$ cat src/rtl/fsm_seq_monitor.sv
// Protocol monitor for the 4-phase one-hot sequencer: tracks lock, checks
// each phase transition, counts frames and emits one report per frame.
module fsm_seq_monitor #(
   parameter int unsigned CNT_WIDTH   = 8,
   parameter int unsigned STALL_LIMIT = 16
) (
   input  logic                 clk,
   input  logic                 rst_n,
   input  logic                 run,
   input  logic                 mode,
   input  logic [3:0]           vector,
   input  logic                 clr,
   output logic [CNT_WIDTH-1:0] frame_count,
   output logic [CNT_WIDTH-1:0] long_count,
   output logic                 locked,
   output logic                 err_code,
   output logic                 err_seq,
   output logic                 stall,
   output logic                 rpt_valid,
   input  logic                 rpt_ready,
   output logic                 rpt_long,
   output logic                 rpt_overrun
);

   localparam int unsigned SW = $clog2(STALL_LIMIT + 1);
   localparam logic [CNT_WIDTH-1:0] CNT_MAX   = '1;
   localparam logic [SW-1:0]        STALL_MAX = SW'(STALL_LIMIT);

   typedef enum logic {SYNC = 1'b0, TRACK = 1'b1} state_t;

   state_t               state_q, state_d;
   logic [3:0]           prev_vec_q, prev_vec_d;
   logic                 run_q, run_d, mode_q, mode_d, saw_long_q, saw_long_d;
   logic [CNT_WIDTH-1:0] frame_cnt_q, frame_cnt_d, long_cnt_q, long_cnt_d;
   logic [SW-1:0]        stall_cnt_q, stall_cnt_d;
   logic                 err_code_q, err_code_d, err_seq_q, err_seq_d;
   logic                 locked_q, locked_d, stall_q, stall_d;
   logic                 rpt_valid_q, rpt_valid_d, rpt_long_q, rpt_long_d;
   logic                 rpt_ovr_q, rpt_ovr_d;
   logic                 legal, frame_done;
   logic [3:0]           exp_vec;

   // State and datapath registers
   always_ff @(posedge clk or negedge rst_n) begin
      if (!rst_n) begin
         state_q     <= SYNC;
         prev_vec_q  <= 4'b0000;
         run_q       <= 1'b0;
         mode_q      <= 1'b0;
         saw_long_q  <= 1'b0;
         frame_cnt_q <= '0;
         long_cnt_q  <= '0;
         stall_cnt_q <= '0;
         err_code_q  <= 1'b0;
         err_seq_q   <= 1'b0;
         locked_q    <= 1'b0;
         stall_q     <= 1'b0;
         rpt_valid_q <= 1'b0;
         rpt_long_q  <= 1'b0;
         rpt_ovr_q   <= 1'b0;
      end else begin
         state_q     <= state_d;
         prev_vec_q  <= prev_vec_d;
         run_q       <= run_d;
         mode_q      <= mode_d;
         saw_long_q  <= saw_long_d;
         frame_cnt_q <= frame_cnt_d;
         long_cnt_q  <= long_cnt_d;
         stall_cnt_q <= stall_cnt_d;
         err_code_q  <= err_code_d;
         err_seq_q   <= err_seq_d;
         locked_q    <= locked_d;
         stall_q     <= stall_d;
         rpt_valid_q <= rpt_valid_d;
         rpt_long_q  <= rpt_long_d;
         rpt_ovr_q   <= rpt_ovr_d;
      end
   end

   // Next-state: sequence check, frame counting, report handshake, stall, clear
   always_comb begin
      state_d     = state_q;
      prev_vec_d  = vector;
      run_d       = run;
      mode_d      = mode;
      saw_long_d  = saw_long_q;
      frame_cnt_d = frame_cnt_q;
      long_cnt_d  = long_cnt_q;
      stall_cnt_d = stall_cnt_q;
      err_code_d  = err_code_q;
      err_seq_d   = err_seq_q;
      rpt_valid_d = rpt_valid_q;
      rpt_long_d  = rpt_long_q;
      rpt_ovr_d   = rpt_ovr_q;
      frame_done  = 1'b0;

      legal = (vector == 4'b0001) || (vector == 4'b0010) ||
              (vector == 4'b0100) || (vector == 4'b1000);

      // Sequencer output is one edge behind its inputs, so predict from last cycle
      exp_vec = prev_vec_q;
      if (run_q) begin
         case (prev_vec_q)
            4'b0001: exp_vec = 4'b0010;
            4'b0010: exp_vec = mode_q ? 4'b0100 : 4'b1000;
            4'b0100: exp_vec = 4'b1000;
            4'b1000: exp_vec = 4'b0001;
            default: exp_vec = prev_vec_q;
         endcase
      end

      if (!legal) begin
         err_code_d = 1'b1;
         state_d    = SYNC;
      end else if (state_q == SYNC) begin
         if (vector == 4'b0001) begin
            state_d    = TRACK;
            saw_long_d = 1'b0;
         end
      end else if (vector != exp_vec) begin
         err_seq_d = 1'b1;
         state_d   = SYNC;
      end else begin
         if (vector == 4'b0100) saw_long_d = 1'b1;
         frame_done = run_q && (prev_vec_q == 4'b1000) && (vector == 4'b0001);
      end

      if (frame_done) begin
         if (frame_cnt_q != CNT_MAX) frame_cnt_d = frame_cnt_q + CNT_WIDTH'(1);
         if (saw_long_q && (long_cnt_q != CNT_MAX)) long_cnt_d = long_cnt_q + CNT_WIDTH'(1);
         saw_long_d = 1'b0;
         if (!rpt_valid_q || rpt_ready) begin
            rpt_valid_d = 1'b1;
            rpt_long_d  = saw_long_q;
         end else begin
            rpt_ovr_d = 1'b1;
         end
      end else if (rpt_valid_q && rpt_ready) begin
         rpt_valid_d = 1'b0;
      end

      if (run)                            stall_cnt_d = '0;
      else if (stall_cnt_q != STALL_MAX)  stall_cnt_d = stall_cnt_q + SW'(1);

      // Clear wins over same-cycle increments and flag sets; report path untouched
      if (clr) begin
         frame_cnt_d = '0;
         long_cnt_d  = '0;
         err_code_d  = 1'b0;
         err_seq_d   = 1'b0;
         rpt_ovr_d   = 1'b0;
         stall_cnt_d = '0;
      end

      locked_d = (state_d == TRACK);
      stall_d  = (stall_cnt_d == STALL_MAX);
   end

   assign frame_count = frame_cnt_q;
   assign long_count  = long_cnt_q;
   assign locked      = locked_q;
   assign err_code    = err_code_q;
   assign err_seq     = err_seq_q;
   assign stall       = stall_q;
   assign rpt_valid   = rpt_valid_q;
   assign rpt_long    = rpt_long_q;
   assign rpt_overrun = rpt_ovr_q;

endmodule

$ cat config.mk
export PLATFORM = sky130hd
export DESIGN_NAME = fsm_seq_monitor
export DESIGN_NICKNAME = d
export VERILOG_FILES = /design/src/rtl/fsm_seq_monitor.sv
export SDC_FILE = /design/constraint.sdc
export NUM_CORES = 1
export LEC_CHECK = 0
export CAP_MARGIN = 20
export CORE_UTILIZATION = 52
export DETAILED_ROUTE_END_ITERATION = 10
export PLACE_DENSITY_LB_ADDON = 0.08
export REMOVE_ABC_BUFFERS = 1
export SYNTH_ARGS = -nofsm -noshare
export SYNTH_HDL_FRONTEND = slang
export SYNTH_SLANG_ARGS = --single-unit
$ cat constraint.sdc
create_clock -name clk -period 1.9 [get_ports clk]
set_input_delay 0.38 -clock clk [delete_from_list [all_inputs] [get_ports clk]]
set_output_delay 0.38 -clock clk [all_outputs]
set_load 0.1 [all_outputs]
Word level (Yosys, flattened, before mapping)

Cells that the tools add are included.

Add/sub/neg operators: 3
Multipliers: 0
Divide/modulo/power cells: 0
$lt $le $gt $ge: 0
Eq/ne operators: 18
Shift operators: 0
Mux-type cells: 37
Bitwise gates (word level): 0
Reduce and logical (&&, ||, !) cells: 25

Operators with widths:

| operator                                                                 | number |
|---|---|
| 8-bit two-way mux                                                        | 6 |
| 1-bit two-way mux                                                        | 25 |
| 8-bit by 1-bit adder with 8-bit output (second input constant)           | 2 |
| 8-bit inequality test (second input constant)                            | 2 |
| 4-bit one-hot mux with 4 select lines                                    | 1 |
| 2-bit nonzero test                                                       | 8 |
| 5-bit two-way mux                                                        | 3 |
| 2-bit AND reduction                                                      | 5 |
| 4-bit by 1-bit == test with 1-bit output (second input constant)         | 2 |
| 4-bit by 2-bit == test with 1-bit output (second input constant)         | 2 |
| 4-bit by 3-bit == test with 1-bit output (second input constant)         | 2 |
| 4-bit == test (second input constant)                                    | 2 |
| 4-bit two-way mux                                                        | 2 |
| 5-bit by 1-bit adder with 5-bit output (second input constant)           | 1 |
| 5-bit == test (second input constant)                                    | 1 |
| 5-bit inequality test (second input constant)                            | 1 |
| 1-bit logical AND                                                        | 4 |
| 1-bit logical OR                                                         | 4 |
| 2-bit inequality test (second input constant)                            | 2 |
| 4-bit inequality test                                                    | 1 |
| 4-bit AND reduction                                                      | 1 |
| 3-bit by 1-bit inequality test with 1-bit output (second input constant) | 1 |
| 3-bit inequality test (second input constant)                            | 1 |
| 3-bit AND reduction                                                      | 1 |
| other kinds (3)                                                          | 3 |

Flip-flop bits (word level): 35
Latch bits: 0
Bits in writable memories: 0
Memory bits (read-only): 0
Input bits: 10
Output and inout port bits: 23
Logic and storage cells: 97
Memories: 0

Logic depth before layout (Yosys ltp)

Gate-level depths: netlist (run 1).

Depth after elaboration: 9
Gate-level depth with buffers: 7
Gate-level depth less buffers: 7

Worst setup path after synthesis (run 1)

No wires, ideal clock.

Kind: register to register
From: register long_cnt_q[0] (netlist: long_count[0])
To: register long_cnt_q[0] (netlist: long_count[0])
Setup time: 0.132 ns
Data arrival time: 1.970 ns
Required time: 1.768 ns
Slack: -0.202 ns
Cell stages (with the launch flop): 7
Buffers on the path: 0
Period minus slack after synthesis: 2.102 ns
Cells stage by stage: dfrtp_1 > ha_1 > nand3_1 > nor2_1 > nor2_1 > xnor2_1 > nor2_1

Cells in the longest elaborated chain, start to end: 4
Elaborated cells on any way between the ends: 8
Those cells by class: 1 x add/sub; 1 x eq/ne; 3 x mux; 3 x reduce/logical

RTL lines:

| what                                                                            | line | RTL |
|---|---|---|
| start, declared                                                                 | 34   | `logic [CNT_WIDTH-1:0] frame_cnt_q, frame_cnt_d, long_cnt_q, long_cnt_d;` |
| start signal, assigned                                                          | 68   | `long_cnt_q <= long_cnt_d;` |
| 8-bit by 1-bit adder with 8-bit output or 8-bit inequality test (tied branches) | 130  | `if (saw_long_q && (long_cnt_q != CNT_MAX)) long_cnt_d = long_cnt_q + CNT_WIDTH'(1);` |
| 8-bit two-way mux or 1-bit logical AND (tied branches)                          | 130  |  |
| 8-bit two-way mux or 2-bit nonzero test (tied branches)                         | --   |  |
| 8-bit two-way mux or 2-bit AND reduction (tied branches)                        | --   |  |

Parallel ways exist; a longest one is shown, timed or not. The select of a mux whose other input is x is not followed.
A chain may end at the register's enable or synchronous reset.

Worst setup path in the final report (run 1)

From: register prev_vec_q[2]
To: register err_seq_q (netlist: err_seq)

Cells in the longest elaborated chain, start to end: 6
Elaborated cells on any way between the ends: 9
Those cells by class: 5 x eq/ne; 2 x mux; 2 x reduce/logical

RTL lines:

| what                                  | line | RTL |
|---|---|---|
| start, declared                       | 32   | `logic [3:0] prev_vec_q, prev_vec_d;` |
| start signal, assigned                | 63   | `prev_vec_q <= prev_vec_d;` |
| 4-bit == test (tied with other cells) | 103  | `case (prev_vec_q)` |
| 4-bit one-hot mux with 4 select lines | 103  |  |
| 4-bit two-way mux (*)                 | 102  | `if (run_q) begin` |
| 4-bit inequality test (*)             | 120  | `end else if (vector != exp_vec) begin` |
| 2-bit nonzero test (no line) (*)      | --   |  |
| 3-bit AND reduction (no line) (*)     | --   |  |
| end signal, assigned                  | 71   | `err_seq_q <= err_seq_d;` |
| end, declared                         | 36   | `logic err_code_q, err_code_d, err_seq_q, err_seq_d;` |

Mark *: on every way between the ends. The rest lies on a longest branch, timed or not.

==> results of run 1 <==
==> power by group <==
group          internal (mW)  switching, mW
logic                 0.0690         0.0904
clock network          0.171          0.240
registers              0.756         0.0173
==> synthesized netlist by cell type (all sizes together) (3+ instances only) <==
| cell | number | area, um2 |
|---|---|---|
| inv | 8 | 30.0 |
| nand2b | 3 | 18.8 |
| a21oi | 7 | 35.0 |
| nand2 | 7 | 26.3 |
| nor4 | 6 | 37.5 |
| nor2b | 3 | 18.8 |
| xnor2 | 9 | 78.8 |
| and2 | 5 | 33.8 |
| xor2 | 11 | 96.3 |
| buf | 3 | 23.8 |
| nor3b | 3 | 22.5 |
| nor4b | 4 | 56.3 |
| o21ai | 4 | 20.0 |
| nand4 | 8 | 65.1 |
| ha | 4 | 50.1 |
| clkbuf | 3 | 11.3 |
| nor2 | 21 | 78.8 |
| nor3 | 6 | 30.0 |
| dfrtp | 35 | 876 |
| nand3 | 7 | 35.0 |
==> flip-flops by register name (all words and copies together) (netlist names), 4 cells and up <==
| name | flops |
|---|---|
| long_count | 8 |
| prev_vec_q | 4 |
| stall_cnt_q | 5 |
| frame_count | 8 |
==> cells by family after synthesis <==
family / count (synthesis) / synth area share [%]
AO/OA/AOI/OAI: 21 / 7.54
flip-flops: 35 / 48.4
multiplexers: 2 / 1.25
XOR/XNOR: 20 / 9.69
AND/OR/NAND/NOR: 81 / 26.7
adder cells (fa/ha/maj): 4 / 2.77
buffers and inverters: 14 / 3.60
==> layer usage <==
| layer | vias to the layer above | share of wire [%] |
|---|---|---|
| met5 | - | 0 |
| met1 | 714 | 44 |
| met3 | 9 | 4.1 |
| li1 | 716 | - |
| met4 | 0 | 2.1 |
| met2 | 42 | 50 |
==> layout make-up <==
cell class | count | share of cell area [%]
tap | 46 | 2.28
multi-input combinational | 128 | 35.5
clock inverter | 1 | 0.199
sequential | 35 | 34.8
clock buffer | 6 | 2.04
inverter | 8 | 1.19
timing repair buffer | 46 | 24.0
==> through the flow <==
step           total power, mW  util (%)  area (um2)  hold WS [ps]
6_report                  1.34      75.5        2520           431
5_1_grt                   1.41      75.5        2520           416
4_1_cts                   1.35      75.1        2500           420
3_5_place_dp             0.943      73.0        2440           496
3_3_place_gp             0.937      73.0        2440           480
2_1_floorplan            0.846         -        1770          84.4
==> what timing repair did <==
item / in CTS / in global routing
hold buffers: 0 / 0
resized for setup: 3 / 3
gates cloned: 0 / 0
pin swaps: 0 / 1
endpoints found under the setup margin: 2 / 14
==> path summary, 6_finish.rpt <==
path | from | end | slack [ps] | cells past startpoint
worst max-delay path | prev_vec_q[2]$_DFF_PN0_ | err_seq$_DFFE_PN0P_ | 50 | 5
worst min-delay path | vector[1] | prev_vec_q[1]$_DFF_PN0_ | 430 | 1
worst max register to register | prev_vec_q[2]$_DFF_PN0_ | err_seq$_DFFE_PN0P_ | 50 | 5
worst min register to register | rpt_overrun$_DFFE_PN0P_ | rpt_overrun$_DFFE_PN0P_ | 520 | 2
max in group asynchronous | rst_n | prev_vec_q[2]$_DFF_PN0_ | 1120 | 2
min in group asynchronous | rst_n | frame_count[7]$_DFFE_PN0P_ | 440 | 2
==> worst max-delay path, cell delays in order, from the launching register on <==
cell and delay [ps]:
sky130_fd_sc_hd__dfrtp_2 450, sky130_fd_sc_hd__nand2b_1 210, sky130_fd_sc_hd__or3_2 440, sky130_fd_sc_hd__a211oi_2 220
sky130_fd_sc_hd__o311ai_2 170, sky130_fd_sc_hd__a32o_1 250
==> results by stage, run 1 <==
Routing:
- After the first detailed-routing iteration, the DRC count stood at 60.
- The detail route stage leaves a number of antenna-violating nets equal to 0.
- The total vias in the final route is around 1500.
- The via count normalized by instance count is between 5 and 6.
- Dividing the detail-routed wire length by the instance count gives 14.5 um.
- After detailed routing, the number of remaining DRC violations is 0.
- The first TritonRoute pass finished after 4 iterations.
- After detailed routing, the total wire length is 3930 um.

Synth:
- For this run, the number of Yosys warnings is 0.
- The synthesized flop and latch total is 35.
- In the synthesized netlist the dominant register cell turns out to be sky130_fd_sc_hd__dfrtp_1.
- The netlist area before placement is 0.00181 mm2.
- The number of unique standard cell types used by synthesis is 43.
- Each instance of the synthesized netlist takes up on average 10.2 um2.
- For this run, the register share of the synthesized area comes to 48.4%.
- The async set or reset register ratio after synthesis is 100%.
- The number of synthesized flops with an enable pin is 0.
- Synthesis handed over a netlist of 177 instances.

Floorplanning:
- The die area is 0.00372 mm2.
- The floorplan has 21 rows.
- The total area inside the core boundary comes to 0.00334 mm2.
- In this run the horizontal extent of the chip is between 60 and 70 um.
- The initial core utilization is 54.2%.
- The die boundary height is 61.0 um.
- During I/O placement, the number of pins put on the boundary was 33.

STA:
- For this run, the top clock speed supported by timing is 542 MHz.
- The max-slew violation total from the final report is 0.
- In this run the tightest slew margin relative to its limit is around two thirds.
- At the pin with the least slew margin, the transition time is 474 ps.
- The final hold violation count came to 0.
- Across the routed clock network, the largest skew measured is 4.18 ps.
- For the final routed database, the setup TNS stands at 0 ps.
- The final critical delay including setup and external delays is 1850 ps.
- The setup slack after layout is 54.5 ps.
- The final worst-path cycle share is 97.1%.
- The total setup violations reported at the end of the flow is 0.

Final layout:
- The post-layout instance count excluding filler cells is 270.
- At the end of the flow, the number of nets in the layout was 238.
- The filler cells instantiated in the layout total 229.
- In the layout the commonest cells are 34 x sky130_fd_sc_hd__dfrtp_1, 21 x sky130_fd_sc_hd__nor2_1, 19 x sky130_fd_sc_hd__buf_12.
- In the final layout, the multi-input gates occupy 895 um2.
- The library cell used most frequently in the layout, excluding fill and tap cells, is sky130_fd_sc_hd__dfrtp_1.
- The area growth from synthesis to layout is 39.4%.
- Summing all flip-flop and latch instances after layout gives 877 um2.
- The final antenna diode count is 0.
- The post-route netlist has a little over a quarter of its cells at a drive strength greater than 1.

CTS:
- Buffers inserted during clock tree synthesis total 5.
- The total clock sinks is 35.
- The tree is rooted in a sky130_fd_sc_hd__clkbuf_4.
- Clock-pin slew was measured on the worst setup and hold paths at approximately 100 ps.
- In this run the post-CTS setup repair buffer count came out at 0.
- TritonCTS built the clock tree.
- The clock insertion delay at the later pin of the skew report is ~330 ps.
- The clock passes through at most 2 buffers.
- The deepest level of the CTS H-tree is 2.

Hold path:
- The type of the most critical hold path is in -> reg.

Global route:
- The total overflow left after global routing is 0.
- In the global route stage, met1 resource usage came out at 29.2%.
- For met3 alone, demand over resource in global routing was 6.40%.
- The number of antenna violations at the first check in global routing is 0.
- The wire length of the first global-routing pass is between 6000 and 7000 um.
- The met2 usage is 38.0%.
- The via count of the first global-routing pass came to 1402.
- Across every metal layer, demand over resource in global routing totals 23.3%.
- Entering global routing, the biggest net connects 36 pins.
- The layer with the highest usage after global routing is met2.

Place:
- During placement, the flow inserted port buffers numbering 32.
- At the end of routability-driven placement, the weighted congestion stood at between 0.7 and 0.8.
- Before CTS, the worst setup slack after placement is -408 ps.
- The cell count after placement is 263.
- The HPWL reported at the end of detailed placement is 2840 um.

Power:
- The ratio of total power to cell area is between 500 and 600 mW/mm2.
- The maximum vdd ir drop is 0.425 mV.
- The leakage power of the design is ~1.1 nW.

Setup path:
- The data arrival time of the worst path is 2070 ps.
- The required time at the worst-slack endpoint is 2120 ps.
- Of all nets on the critical path, the largest fanout is 5.
- The critical path is of the reg -> reg type.
- The startpoint kind of the worst setup timing path is a flop.
- The kind of capture point of the worst setup path is a flop.

Run status:
- The flow ran to the end, and the final reports show no timing, DRC or antenna violations.

Job:
- The number of max-capacitance violations reported is 0.
Power figures use the tool's default switching activity.
==> run 2: changes to the inputs <==
--- a/config.mk
+++ b/config.mk
@@ -6,7 +6,9 @@
 export NUM_CORES = 1
 export LEC_CHECK = 0
 export CAP_MARGIN = 20
-export CORE_UTILIZATION = 52
+export CORE_UTILIZATION = 54
+export CTS_BUF_LIST = sky130_fd_sc_hd__clkbuf_8
+export CTS_CLUSTER_DIAMETER = 200
 export DETAILED_ROUTE_END_ITERATION = 10
 export PLACE_DENSITY_LB_ADDON = 0.08
 export REMOVE_ABC_BUFFERS = 1
==> run 2 against run 1 <==
Compared with the run above: die area shrank 3.6%; critical path depth is the same; utilization grew 9.1 points; flip-flop and latch count is the same; total power grew 29%; fmax shrank 2.1%; sequential power is essentially flat; register-to-register slack lost 40 ps; first-iteration DRC count grew 15%; combinational power grew 4%; clock skew grew 4.5 ps; final cell count is the same; highest routed layer unchanged.
==> results by stage, run 2 (synthesis gave the netlist of run 1 again) <==
Global route:
- The number of antenna violations at the first check in global routing is 0.
- The via count of the first global-routing pass is 1552.
- The largest net degree at the start of global routing is 36.
- Summed over all layers, the global routing overflow is 0.
- The first global-routing pass estimated 7320 um of wire.
- Global routing consumed, over all layers together, 28.4% of the routing resources.

STA:
- Between clock sinks in the finished design, the worst skew comes to approximately 8.6 ps.
- The total setup violations reported at the end of the flow is 0.
- Derived from the worst setup path, the maximum achievable clock frequency is 530 MHz.
- The worst path in the final design needs a cycle of 1890 ps, including I/O delays and setup.
- Adding up every negative setup slack in the final design gives 0 ps.
- The final worst-path cycle share is 99.2%.
- At the pin with the least slew margin, the transition time is 424 ps.
- The max-slew violation total from the final report is 0.
- The worst slew margin relative to its limit is 71.8%.
- The final hold violation count is 0.

Routing:
- After detailed routing, the average wire length per cell comes to 17.3 um.
- The total vias in the final route is 1606.
- The via count normalized by instance count is 5.95.
- After detailed routing, the number of remaining DRC violations is 0.
- The first TritonRoute pass finished after 4 iterations.
- Wires add up to ~4700 um.
- The final antenna-violating net count is 0.
- The number of design-rule violations left by the first detailed-router iteration is 69.

Floorplanning:
- The die boundary height is around 60 um.
- The die area is 0.00358 mm2.
- The number of placement rows is 20.
- The core region is 0.00310 mm2.
- The initial core utilization is 58.3%.
- The floorplan die width is 59.9 um.
- The count of boundary I/O pins is 33.

CTS:
- The cell sitting at the root of the clock tree is a sky130_fd_sc_hd__clkbuf_8.
- The TritonCTS clock tree is built.
- The total clock sinks is 35.
- The longest clock path from root to sink contains 2 buffers.
- Buffers inserted during clock tree synthesis total 5.
- The deepest level of the CTS H-tree is 2.
- After clock tree synthesis, the clock-pin slew on the worst setup and hold paths is 70 ps.
- The clock insertion delay at the later pin of the skew report is 290 ps.

Final layout:
- The most common cell after layout, fill and taps aside is sky130_fd_sc_hd__dfrtp_1.
- The number of nets in the final layout is 239.
- The top cell types in the final layout, fill and taps aside, are 34 x sky130_fd_sc_hd__dfrtp_1, 20 x sky130_fd_sc_hd__nor2_1, 19 x sky130_fd_sc_hd__buf_4.
- The filler cell count is roughly 180.
- Once layout is complete, the utilization of the core stands at 84.6%.
- The ratio of cells with drive above 1 in the final layout is 27.9%.
- The repair_antennas step left the layout with diodes totalling 0.
- Compared with the post-synthesis result, the final layout area differs by 45.2%.
- Registers take slightly below 900 um2.
- The cell area after layout is around 0.0026 mm2.
- The finished layout holds 270 standard cells, fillers aside.
- The area of the multi-input gates is approximately 920 um2.

Power:
- The ratio of total power to cell area is 662 mW/mm2.
- For this design the static power due to leakage is 1.15 nW.
- The worst-case IR drop observed on VDD is 0.633 mV.

Setup path:
- The startpoint kind of the worst setup timing path is a flop.
- The critical path is of the reg -> reg type.
- STA classifies the critical path endpoint as a flop.
- STA puts the critical path data arrival time at 2060 ps.
- The required time at the worst-slack endpoint is approximately 2100 ps.
- The maximum net fanout on the critical path is 5.

Run status:
- The flow ran to the end, and the final reports show no timing, DRC or antenna violations.

Place:
- The HPWL reported at the end of detailed placement is 2840 um.
- Buffers placed on the I/O ports in this run total 32.
- The cell count after placement is 261.
- Summing all placed instances gives a cell area of 0.00242 mm2.
- The global placement routability congestion is about 0.83.

Hold path:
- The path class of the tightest hold or removal check is in -> reg.

Job:
- Across the run, the number of max-cap violations was 0.
run 2: worst max-delay path: stages (launching register included):
cell and delay, ps:
sky130_fd_sc_hd__dfrtp_1 440, sky130_fd_sc_hd__nand2b_4 180, sky130_fd_sc_hd__or3_2 430, sky130_fd_sc_hd__a211oi_2 280, sky130_fd_sc_hd__o311ai_2 170, sky130_fd_sc_hd__a32o_1 270
run 2: report_power, final:
| part | total [mW] | switching [mW] | internal, mW | leakage, nW |
|---|---|---|---|---|
| Clock | 0.797 | 0.278 | 0.519 | 0.0695 |
| Combinational | 0.165 | 0.0960 | 0.0685 | 0.605 |
| Sequential | 0.776 | 0.0194 | 0.756 | 0.471 |
| Total | 1.74 | 0.393 | 1.34 | 1.15 |
run 2: routing by layer:
metal  vias up  wire, um  share of wire (%)  track usage (%)
met3        13       248                5.3             7.79
met5         -         0                  0                0
met1       804      1890                 41             34.4
met2        68      2420                 52             46.3
met4         0       106                2.3             14.0
li1        721         -                  -                -
run 2: path summary, 6_finish.rpt:
check	startpoint	to	slack, ps	cells after the start
min in group asynchronous	rst_n	frame_count[6]$_DFFE_PN0P_	490	2
worst max-delay path	prev_vec_q[2]$_DFF_PN0_	err_seq$_DFFE_PN0P_	10	5
worst min-delay path	vector[3]	prev_vec_q[3]$_DFF_PN0_	480	2
max in group asynchronous	rst_n	prev_vec_q[0]$_DFF_PN0_	1090	2
worst max register to register	prev_vec_q[2]$_DFF_PN0_	err_seq$_DFFE_PN0P_	10	5
worst min register to register	rpt_overrun$_DFFE_PN0P_	rpt_overrun$_DFFE_PN0P_	500	2
run 2: cell type report:
| cell class | count | area share, % |
|---|---|---|
| sequential | 35 | 33.4 |
| timing repair buffer | 47 | 23.2 |
| inverter | 8 | 1.14 |
| clock inverter | 3 | 2.43 |
| multi-input combinational | 128 | 35.1 |
| clock buffer | 5 | 2.62 |
| tap | 44 | 2.10 |
run 2: timing repair:
item                       CTS  global route
pin swaps                    1             5
setup buffers                0             1
resized for setup            6             8
gates cloned                 0             0
setup endpoints to repair   12            18
hold buffers                 0             0
run 2: per-stage QoR:
step,worst slack (ps),hold WS (ps),power (mW)
floorplan,-230,84.4,0.846
global placement,-302,482,0.933
detailed placement,-362,493,0.939
CTS,0.641,509,1.73
global route,-39.3,473,1.79
finish,14.7,478,1.74
==> run 3: changes to the inputs <==
--- a/config.mk
+++ b/config.mk
@@ -6,7 +6,7 @@
 export NUM_CORES = 1
 export LEC_CHECK = 0
 export CAP_MARGIN = 20
-export CORE_UTILIZATION = 54
+export CORE_UTILIZATION = 52
 export CTS_BUF_LIST = sky130_fd_sc_hd__clkbuf_8
 export CTS_CLUSTER_DIAMETER = 200
 export DETAILED_ROUTE_END_ITERATION = 10
==> run 3 against run 2 <==
Compared with the run above: sequential power about the same; routed wire length fell by 10%; worst hold slack worse by 13 ps; global-route usage is 4.3 points lower; register-to-register slack improved by 30 ps; die area rose by 3.7%; flip-flop and latch count unchanged; combinational power barely moved; sequential share of layout area increased by 0.49 points; clock power down 32%; total power is 15% lower; fmax increased by 1.4%.
==> results by stage, run 3 (synthesis gave the netlist of run 1 again) <==
Run status:
- The flow ran to the end, and the final reports show no timing, DRC or antenna violations.

Floorplanning:
- Once the floorplan was initialized, standard cells occupied 54.2% of the core.
- The placeable core region is 0.00334 mm2.
- The die boundary height is roughly 60 um.
- The die covers between 0.003 and 0.004 mm2.
- The count of boundary I/O pins is 33.
- The die is just over 60 um wide.
- The number of placement rows is 21.

Setup path:
- Data on the critical path is required at its endpoint by roughly 2100 ps.
- The worst-path cell with the longest stage delay is sky130_fd_sc_hd__dfrtp_1.
- The data arrival time of the worst path is 2030 ps.
- Among cell families on the critical path, the largest total delay comes from compound AO/OA/AOI/OAI gates.
- The signal on the critical path passes through nand2b_4 -> or3_2 -> a211oi_2 -> o311ai_2 -> a32o_1.
- On the worst path, the slowest cell contributes a delay of 440 ps.
- Counting both buffers and inverters, the worst setup path holds a total of 0.
- The kind of capture point of the worst setup path is a flop.
- The startpoint kind of the worst setup timing path is a flop.
- The maximum net fanout on the critical path is 5.
- The type of the worst setup path is reg -> reg.

Global route:
- The number of antenna violations at the first check in global routing is 0.
- The wire length of the first global-routing pass is 6450 um.
- The largest net degree at the start of global routing is 36.
- Global routing used 24.1% of the available tracks across all layers.
- The via count of the first global-routing pass was ~1500.
- Summed over all layers, the global routing overflow is 0.

STA:
- Measured against its own limit, the worst slew margin works out to 64.1%.
- The highest clock frequency the design can meet is around 540 MHz.
- For the final routed database, the setup TNS stands at 0 ps.
- The final critical delay including setup and external delays is between 1500 and 2000 ps.
- The final hold violation count is 0.
- The tightest hold margin is ~460 ps.
- The setup slack after layout is 40.3 ps.
- In the finished design, the share of the clock period the worst path needs comes to 97.9%.
- At the pin with the least slew margin, the transition time is roughly 540 ps.
- The final worst clock skew is about 6 ps.
- Setup violations remaining at the end of the flow were counted as 0.
- Setup repair after global routing left no endpoint under its margin.
- The max-slew violation total from the final report came to 0.

Place:
- Timing analysis after detailed placement gives a worst setup slack of -408 ps.
- The area after detailed placement is 0.00244 mm2.
- At the end of routability-driven placement, the weighted congestion stood at 0.785.
- The total of buffers placed on input and output ports is 32.
- After legalization and detailed placement, the total HPWL measured 2840 um.
- The cell count after placement is 263.

Final layout:
- The final antenna diode count is 0.
- Cells fill between 70% and 80% of the core in the end.
- The area growth from synthesis to layout is 42.9%.
- The number of nets in the final layout is ~240.
- The most common cell after layout, fill and taps aside is sky130_fd_sc_hd__dfrtp_1.
- The cell area after layout is 0.00258 mm2.
- The post-layout instance count excluding filler cells is 270.
- After filler insertion, the fill cell instance count of the layout stands at about 220.
- The library cells used most frequently in the layout, excluding fill and tap cells, are 35 x sky130_fd_sc_hd__dfrtp_1, 21 x sky130_fd_sc_hd__nor2_1, 19 x sky130_fd_sc_hd__buf_12.
- The ratio of cells with drive above 1 in the final layout is 27.7%.

Power:
- The analysis attributes to cell leakage a power of roughly 1.1 nW.
- The maximum vdd ir drop is 0.511 mV.
- The total power is 1.48 mW.
- The ratio of total power to cell area is 572 mW/mm2.

Hold path:
- The type of the most critical hold path is in -> reg.

CTS:
- After clock tree synthesis, the clock-pin slew on the worst setup and hold paths is 60 ps.
- Clock tree synthesis selected as its root buffer the cell sky130_fd_sc_hd__clkbuf_8.
- CTS saw 35 sinks.
- The deepest level of the CTS H-tree is 2.
- The number of buffers added by the clock tree synthesis step is 5.
- No sink is reached through more buffers than the 2 on the longest clock path.
- TritonCTS built the clock tree.
- The clock insertion delay at the later pin of the skew report is 280 ps.

Routing:
- In this run the remaining antenna-violating nets after routing total 0.
- For this block, the routed nets add up to 4190 um of wire.
- The number of design-rule violations left by the first detailed-router iteration is around 80.
- After detailed routing, the number of remaining DRC violations is 0.
- The routed wire length per instance is 15.5 um.
- The detailed-routing iteration count for the pre-antenna-repair pass is 4.
- The total vias in the final route is 1499.
- Using the TritonRoute via totals, the vias-per-cell ratio works out to 5.55.

Job:
- The number of max-capacitance violations reported is 0.
[run 3: where the power goes]
part           switching [mW]  internal, mW
sequential             0.0181         0.757
clock                   0.255         0.284
combinational          0.0935        0.0708
total                   0.367          1.11
[run 3: final timing paths]
kind                       slack [ps]  cells past startpoint                    start                    endpoint
max in group asynchronous        1080                      2                    rst_n   long_count[3]$_DFFE_PN0P_
max reg2reg                        40                      5  prev_vec_q[2]$_DFF_PN0_         err_seq$_DFFE_PN0P_
min in group asynchronous         500                      2                    rst_n  frame_count[7]$_DFFE_PN0P_
max                                40                      5  prev_vec_q[2]$_DFF_PN0_         err_seq$_DFFE_PN0P_
min                               460                      2                vector[2]     prev_vec_q[2]$_DFF_PN0_
min reg2reg                       510                      2  rpt_overrun$_DFFE_PN0P_     rpt_overrun$_DFFE_PN0P_
[run 3: what timing repair did]
action	4_1_cts	5_1_grt
setup buffers	0	0
endpoints found under the hold margin	0	0
resized for setup	3	8
pin swaps	0	2
setup endpoints to repair	16	12
hold buffers	0	0
cloned	0	0
[run 3: layout make-up]
type	instances	area, um2	share of cell area [%]
inverter	8	30.0	1.16
timing repair buffer	46	607	23.5
tap	46	57.6	2.23
sequential	35	876	33.9
clock inverter	1	5.00	0.194
multi-input combinational	128	926	35.8
clock buffer	6	82.6	3.20
[run 3: metal layers]
metal / GRT usage [%] / routed length, um
met2: 40.2 / 2090
met1: 29.5 / 1840
met5: 0 / 0
met4: 13.0 / 102
met3: 4.69 / 156
